$ cat config.mk
export PLATFORM = sky130hd
export DESIGN_NAME = trap_seq
export DESIGN_NICKNAME = d
export VERILOG_FILES = /design/src/rtl/trap_seq.sv
export SDC_FILE = /design/constraint.sdc
export NUM_CORES = 1
export LEC_CHECK = 0
export BUFFER_PORTS_ARGS = -buffer_cell sky130_fd_sc_hd__buf_2
export CORE_MARGIN = 2
export CORE_UTILIZATION = 43
export DETAILED_ROUTE_END_ITERATION = 10
export GPL_ROUTABILITY_DRIVEN = 0
export PLACE_DENSITY = 0.85
export SYNTH_ARGS = -nofsm -noshare
export SYNTH_HDL_FRONTEND = slang
export SYNTH_SLANG_ARGS = --single-unit
$ cat constraint.sdc
create_clock -name clk -period 3.4 [get_ports clk]
set_clock_uncertainty 0.05 [all_clocks]
set_input_delay 0.68 -clock clk [delete_from_list [all_inputs] [get_ports clk]]
set_output_delay 0.68 -clock clk [all_outputs]
set_load 0.02 [all_outputs]
$ cat src/rtl/trap_seq.sv
// trap_seq: trap entry / trap return sequencer around the jump unit.
//
// Synchronizes and masks the external interrupt, owns mstatus MIE/MPIE
// stacking, and on trap entry writes mepc, mcause and (optionally) mtval
// through the single CSR write port on successive cycles. The pipeline is
// stalled while those writes happen, then flushed for exactly one cycle.
//
// Build option: define TRAP_SEQ_MTVAL_EN to add the W_MTVAL state and write
// mtval with the latched trap value. Without it the entry sequence skips
// straight from W_MCAUSE to FLUSH and trap_val is ignored.
//
// Handshake: there is no valid/ready pair here. trap_taken is a single-cycle
// request that is only accepted while busy = 0; any request seen while busy
// is dropped, and the jump unit is expected to be held by pipe_stall.
//
// Output timing: csr_*, pipe_* and busy are decoded from state and
// registered context only. external_int is the one output with a
// combinational input term (meie).

module trap_seq #(
  parameter int          SYNC_STAGES = 2,        // minimum 2
  parameter logic [11:0] MEPC_ADDR   = 12'h341,
  parameter logic [11:0] MCAUSE_ADDR = 12'h342,
  parameter logic [11:0] MTVAL_ADDR  = 12'h343
) (
  input  logic        clk,
  input  logic        rst_n,
  input  logic        irq_ext,
  input  logic        meie,
  input  logic        trap_taken,
  input  logic        trap_return,
  input  logic [4:0]  trap_src,
  input  logic [31:0] trap_pc,
  input  logic [31:0] trap_val,
  input  logic        mstatus_we,
  input  logic [31:0] mstatus_wdata,
  output logic        external_int,
  output logic        pipe_stall,
  output logic        pipe_flush,
  output logic        csr_we,
  output logic [11:0] csr_waddr,
  output logic [31:0] csr_wdata,
  output logic        mstatus_mie,
  output logic        mstatus_mpie,
  output logic        busy
);

  // FSM encoding
  localparam logic [2:0] S_IDLE     = 3'd0;
  localparam logic [2:0] S_W_MEPC   = 3'd1;
  localparam logic [2:0] S_W_MCAUSE = 3'd2;
  localparam logic [2:0] S_W_MTVAL  = 3'd3;
  localparam logic [2:0] S_FLUSH    = 3'd4;

  logic [2:0]             state;
  logic [2:0]             state_nxt;
  logic [SYNC_STAGES-1:0] irq_sync;
  logic [31:0]            pc_q;
  logic [4:0]             src_q;
  logic                   is_idle;
  logic                   do_entry;
  logic                   do_return;
  logic                   do_sw_write;

  // Only MIE (bit 3) and MPIE (bit 7) of the software write are stored.
  logic unused_mstatus_bits;
  assign unused_mstatus_bits = ^{mstatus_wdata[31:8], mstatus_wdata[6:4],
                                 mstatus_wdata[2:0]};

`ifdef TRAP_SEQ_MTVAL_EN
  logic [31:0] val_q;
`else
  // Without the mtval write there is nothing to do with the trap value.
  logic unused_trap_val;
  assign unused_trap_val = ^trap_val;
`endif

  // Requests are only honoured in IDLE; entry beats return beats SW write.
  assign is_idle     = (state == S_IDLE);
  assign do_entry    = is_idle & trap_taken & ~trap_return;
  assign do_return   = is_idle & trap_taken &  trap_return;
  assign do_sw_write = is_idle & ~trap_taken & mstatus_we;

  // Interrupt request synchronizer; cleared on reset.
  always_ff @(posedge clk or negedge rst_n) begin
    if (!rst_n) begin
      irq_sync <= '0;
    end else begin
      irq_sync <= {irq_sync[SYNC_STAGES-2:0], irq_ext};
    end
  end

  // Masked interrupt to the jump unit; suppressed while a sequence runs.
  assign external_int = irq_sync[SYNC_STAGES-1] & meie & mstatus_mie & is_idle;

  // Next-state logic for the trap sequence.
  always_comb begin
    state_nxt = state;
    case (state)
      S_IDLE: begin
        if (do_entry) begin
          state_nxt = S_W_MEPC;
        end else if (do_return) begin
          state_nxt = S_FLUSH;
        end
      end
      S_W_MEPC:   state_nxt = S_W_MCAUSE;
`ifdef TRAP_SEQ_MTVAL_EN
      S_W_MCAUSE: state_nxt = S_W_MTVAL;
      S_W_MTVAL:  state_nxt = S_FLUSH;
`else
      S_W_MCAUSE: state_nxt = S_FLUSH;
`endif
      S_FLUSH:    state_nxt = S_IDLE;
      default:    state_nxt = S_IDLE;
    endcase
  end

  // State register; reset aborts any sequence in flight.
  always_ff @(posedge clk or negedge rst_n) begin
    if (!rst_n) begin
      state <= S_IDLE;
    end else begin
      state <= state_nxt;
    end
  end

  // Trap context capture on entry; held stable for the whole sequence.
  always_ff @(posedge clk or negedge rst_n) begin
    if (!rst_n) begin
      pc_q  <= '0;
      src_q <= '0;
    end else if (do_entry) begin
      pc_q  <= trap_pc;
      src_q <= trap_src;
    end
  end

`ifdef TRAP_SEQ_MTVAL_EN
  // Trap value capture, only needed when mtval is written.
  always_ff @(posedge clk or negedge rst_n) begin
    if (!rst_n) begin
      val_q <= '0;
    end else if (do_entry) begin
      val_q <= trap_val;
    end
  end
`endif

  // mstatus MIE/MPIE stacking: entry pushes, return pops, SW write loads.
  always_ff @(posedge clk or negedge rst_n) begin
    if (!rst_n) begin
      mstatus_mie  <= 1'b0;
      mstatus_mpie <= 1'b0;
    end else if (do_entry) begin
      mstatus_mpie <= mstatus_mie;
      mstatus_mie  <= 1'b0;
    end else if (do_return) begin
      mstatus_mie  <= mstatus_mpie;
      mstatus_mpie <= 1'b1;
    end else if (do_sw_write) begin
      mstatus_mie  <= mstatus_wdata[3];
      mstatus_mpie <= mstatus_wdata[7];
    end
  end

  // CSR write port driven purely from state and latched context.
  always_comb begin
    csr_we    = 1'b0;
    csr_waddr = 12'h000;
    csr_wdata = 32'h0000_0000;
    case (state)
      S_W_MEPC: begin
        csr_we    = 1'b1;
        csr_waddr = MEPC_ADDR;
        csr_wdata = pc_q;
      end
      S_W_MCAUSE: begin
        csr_we    = 1'b1;
        csr_waddr = MCAUSE_ADDR;
        csr_wdata = {src_q[4], 27'b0, src_q[3:0]};
      end
`ifdef TRAP_SEQ_MTVAL_EN
      S_W_MTVAL: begin
        csr_we    = 1'b1;
        csr_waddr = MTVAL_ADDR;
        csr_wdata = val_q;
      end
`endif
      default: begin
        csr_we    = 1'b0;
        csr_waddr = 12'h000;
        csr_wdata = 32'h0000_0000;
      end
    endcase
  end

  // Pipeline controls: stall during CSR writes, flush once at the end.
  always_comb begin
    pipe_stall = (state == S_W_MEPC) | (state == S_W_MCAUSE) | (state == S_W_MTVAL);
    pipe_flush = (state == S_FLUSH);
    busy       = ~is_idle;
  end

endmodule

==> impl_metrics.xml <==
<?xml version="1.0" encoding="UTF-8"?>
<metrics>
  <group name="worst_setup_path">
    <metric name="crit_buf_inv" unit="">2</metric>
    <metric name="worstSetupPathType" unit="">reg -&gt; out</metric>
    <metric name="cp-start-kind" unit="">flip-flop</metric>
    <metric name="arrival_time_reported_for_the_critical_path_endpoint" unit="ns">1.97</metric>
    <metric name="r2r_cells" unit="">4</metric>
    <metric name="critPathMaxFanout" unit="">20</metric>
    <metric name="critical_path_depth" unit="">4</metric>
    <metric name="worst_path_dominant_cell_family" unit="">simple AND/OR/NAND/NOR gates</metric>
    <metric name="critical_path.slowest_cell" unit="">nor3b_4</metric>
    <metric name="worstPathRequired" unit="ns">2.67</metric>
    <metric name="peak_per_stage_delay_on_the_critical_path" unit="ns">0.55</metric>
    <metric name="worst_path_cell_chain" unit="">nor3b_4 -&gt; buf_4 -&gt; a22o_1 -&gt; buf_2</metric>
    <metric name="endpoint_kind" unit="">output pin</metric>
  </group>
  <group name="timing">
    <metric name="fin_worst_hold_slack" unit="ns">0.2996</metric>
    <metric name="timing_max_transition_violations_final" unit="">0</metric>
    <metric name="worst_pin_slew" unit="ns">0.9749</metric>
    <metric name="final_min_period_over_clock_period" unit="">0.7945</metric>
    <metric name="report.final.setup_viol" unit="">0</metric>
    <metric name="fin_crit" unit="ns">2.701</metric>
    <metric name="slew-limit-headroom" unit="">0.3501</metric>
    <metric name="hold_viol_final" unit="">0</metric>
    <metric name="max_freq" unit="MHz">370.2</metric>
    <metric name="unrepaired_setup_endpoints_after_global_routing" unit="">no</metric>
    <metric name="fin_tns_setup" unit="ns">0</metric>
  </group>
  <group name="yosys">
    <metric name="async_reset_ff_frac" unit="">1.000</metric>
    <metric name="synth_top_flop_cell" unit="">dfrtp_1</metric>
    <metric name="post_synth_fa_ha_maj_area_fraction" unit="">0</metric>
    <metric name="netlist_area" unit="sq um">2113</metric>
    <metric name="top_cell_types_by_occurrence_after_synthesis" unit="">dfrtp_1, and2_1, mux2_4</metric>
    <metric name="synth_cell_types" unit="">27</metric>
    <metric name="synth_mux_area_frac" unit="">0.2309</metric>
    <metric name="count_of_flip_flops_with_a_built_in_enable_after_synthesis" unit="">0</metric>
    <metric name="most_common_cell_in_the_synthesized_netlist" unit="">dfrtp_1</metric>
    <metric name="yosysWarningCount" unit="">0</metric>
    <metric name="synth_area_leaders" unit="">dfrtp_1, mux2_4, mux2_2</metric>
    <metric name="synth_top_cell_area_share" unit="">0.5210</metric>
    <metric name="post-synth-top-area-cell" unit="">dfrtp_1</metric>
    <metric name="synth.ff_latch_count" unit="">44</metric>
    <metric name="synth-simple-area-share" unit="">0.1380</metric>
    <metric name="synth_top_family_by_area" unit="">multiplexers</metric>
    <metric name="post_synth.cell_area_avg" unit="sq um">13.46</metric>
    <metric name="ys_seq_area_frac" unit="">0.5210</metric>
    <metric name="post_synth_inst_count" unit="">157</metric>
    <metric name="yosys.area_share.xor_xnor" unit="">0</metric>
    <metric name="synth-compound-area-share" unit="">0.03848</metric>
  </group>
  <group name="power">
    <metric name="p_leak" unit="uW">0.001432</metric>
    <metric name="power-per-cell-area" unit="nW/um^2">574.7</metric>
    <metric name="switchingPower" unit="uW">438.2</metric>
    <metric name="switching_share" unit="">0.2888</metric>
    <metric name="clkPwrFrac" unit="">0.215</metric>
    <metric name="power.combinational.fraction" unit="">0.290</metric>
    <metric name="internal_power" unit="uW">1079</metric>
    <metric name="power.ir.vdd_worst" unit="uV">323.8</metric>
    <metric name="finalPower" unit="uW">1517</metric>
    <metric name="share_seq_of_total_power" unit="">0.496</metric>
  </group>
  <group name="detailed_routing">
    <metric name="drt-pass1-iter-count" unit="">4</metric>
    <metric name="post_drt_wl_per_cell" unit="microns">12.74</metric>
    <metric name="detail_route.drc_violations" unit="">0</metric>
    <metric name="detail_route.vias_per_cell" unit="">4.605</metric>
    <metric name="dr_total_vias" unit="">1432</metric>
    <metric name="met2_wirelength" unit="mm">1.935</metric>
    <metric name="m1WireLength" unit="mm">1.718</metric>
    <metric name="drt.antenna.violating_nets" unit="">0</metric>
    <metric name="routed_wirelength" unit="mm">3.963</metric>
    <metric name="met3RoutedLength" unit="microns">254</metric>
    <metric name="drt_first_iter_violations" unit="">33</metric>
    <metric name="highest_layer" unit="">met4</metric>
  </group>
  <group name="global_route">
    <metric name="grt_max_degree" unit="">45</metric>
    <metric name="first_global_vias" unit="">1353</metric>
    <metric name="grt_antenna_before_repair" unit="">0</metric>
    <metric name="track_usage" unit="">0.1515</metric>
    <metric name="grt.overflow.total" unit="">0</metric>
    <metric name="wire_length_of_the_first_global_routing_pass" unit="mm">6.320</metric>
  </group>
  <group name="clock_network">
    <metric name="clock_path_buffers" unit="">2</metric>
    <metric name="cts.repair_timing.setup_buffer_count" unit="">0</metric>
    <metric name="insertion_delay_of_the_later_clocked_pin_in_the_worst_skew_pair" unit="ns">0.28</metric>
    <metric name="number_of_buffers_added_by_the_clock_tree_synthesis_step" unit="">5</metric>
    <metric name="cts.reportedPaths.clkPinSlew" unit="ns">0.07</metric>
    <metric name="post_cts.resized_instances" unit="">0</metric>
    <metric name="cts.sinks" unit="">44</metric>
    <metric name="htreeDepth" unit="">2</metric>
    <metric name="cts_tree" unit="">yes</metric>
    <metric name="cts_hold_buf" unit="">0</metric>
    <metric name="cts_root_buffer" unit="">clkbuf_8</metric>
  </group>
  <group name="min_path">
    <metric name="min-delay-path-class" unit="">reg -&gt; reg</metric>
    <metric name="hold_depth" unit="">0</metric>
  </group>
  <group name="status">
    <metric name="status" unit="">finished clean</metric>
  </group>
  <group name="flow_run">
    <metric name="cap_viol_max_count" unit="">0</metric>
  </group>
  <group name="finish">
    <metric name="finish.net_count" unit="">351</metric>
    <metric name="antenna_cells" unit="">0</metric>
    <metric name="final_layout_size_suffix_gt1_frac" unit="">0.5779</metric>
    <metric name="area_delta_synth_final" unit="%">24.93</metric>
  </group>
  <group name="die">
    <metric name="design.die.area" unit="sq um">5492</metric>
    <metric name="initial_utilization" unit="">0.4474</metric>
    <metric name="top_level_ports" unit="">159</metric>
    <metric name="fp.dieH" unit="microns">74.11</metric>
    <metric name="core_area" unit="sq um">4723</metric>
    <metric name="dieWidth" unit="microns">74.11</metric>
    <metric name="row_count" unit="">25</metric>
  </group>
  <group name="placement">
    <metric name="buffer_ports.inserted" unit="">89</metric>
    <metric name="dp.final_hpwl" unit="mm">2.856</metric>
  </group>
</metrics>
## metrics by stage
| stage | setup slack, ns | std cells | cell area (sq um) | util |
|---|---|---|---|---|
| final | 0.6988 | 311 | 2640 | 0.5589 |
| after CTS | 0.6732 | 311 | 2640 | 0.5589 |
| after global routing | 0.5184 | 311 | 2640 | 0.5589 |
| after detailed placement | 0.9977 | 303 | 2550 | 0.5399 |
| after global placement | 0.9463 | 303 | 2550 | 0.5399 |
| after floorplan | 1.211 | 163 | 2136 | - |
## registers in the layout, indices dropped and copies added (netlist names)
register      count
pc_q             32
src_q             5
state             3
irq_sync          2
mstatus_mie       1
mstatus_mpie      1
## cell type report
| class | count | area [sq um] |
|---|---|---|
| sequential | 44 | 1101 |
| timing repair buffer | 91 | 460.4 |
| fill | 418 | 2083 |
| multi-input combinational | 98 | 893.4 |
| tap | 67 | 83.83 |
| inverter | 3 | 11.26 |
| clock buffer | 8 | 90.09 |
## cell families after synthesis
family,count (synthesis)
AOI/OAI and AO/OA,10
buffers and inverters,21
DFF,44
muxes,37
other,1
and+or+nand+nor,44
## power by group through the flow
stage	clock [uW]	sequential (uW)	combinational [uW]
after floorplan	0	743	343
final	326	752	439
after detailed placement	0	762	443
after global routing	372	776	478
after CTS	342	752	446
after global placement	0	751	434
## layout by cell type (no fill, tap or decap)
cell type / count
nor3b_4: 1
inv_2: 1
clkbuf_1: 2
nand3_1: 2
or4b_1: 1
a22o_1: 5
nor3b_2: 1
dfrtp_1: 44
nor2_1: 4
inv_1: 2
and2_1: 28
o221ai_1: 1
buf_2: 89
nand2_1: 1
a21oi_1: 1
or2_2: 1
o221a_2: 1
mux2_2: 18
mux2_4: 19
buf_4: 2
nor3b_1: 1
a31oi_1: 2
clkbuf_8: 6
nor3_1: 1
nor2b_1: 1
nand3b_2: 1
conb_1: 7
nor3_4: 1
## worst paths after layout
check                                           start                     to  slack [ns]
worst max-delay path             state[2]$_DFFE_PN0P_           csr_wdata[3]        0.70
worst min-delay path            irq_sync[0]$_DFF_PN0_  irq_sync[1]$_DFF_PN0_        0.30
worst max register to register   state[2]$_DFFE_PN0P_   pc_q[25]$_DFFE_PN0P_        1.23
worst min register to register  irq_sync[0]$_DFF_PN0_  irq_sync[1]$_DFF_PN0_        0.30
max in group asynchronous                       rst_n   src_q[4]$_DFFE_PN0P_        2.20
min in group asynchronous                       rst_n   pc_q[28]$_DFFE_PN0P_        0.50
## routing by layer
metal	vias to the layer above	track usage
li1	690	-
met1	677	0.1889
met2	59	0.2490
met3	6	0.04743
met4	0	0.05455
met5	-	0
Note: power is estimated with default switching activity, not from simulation.
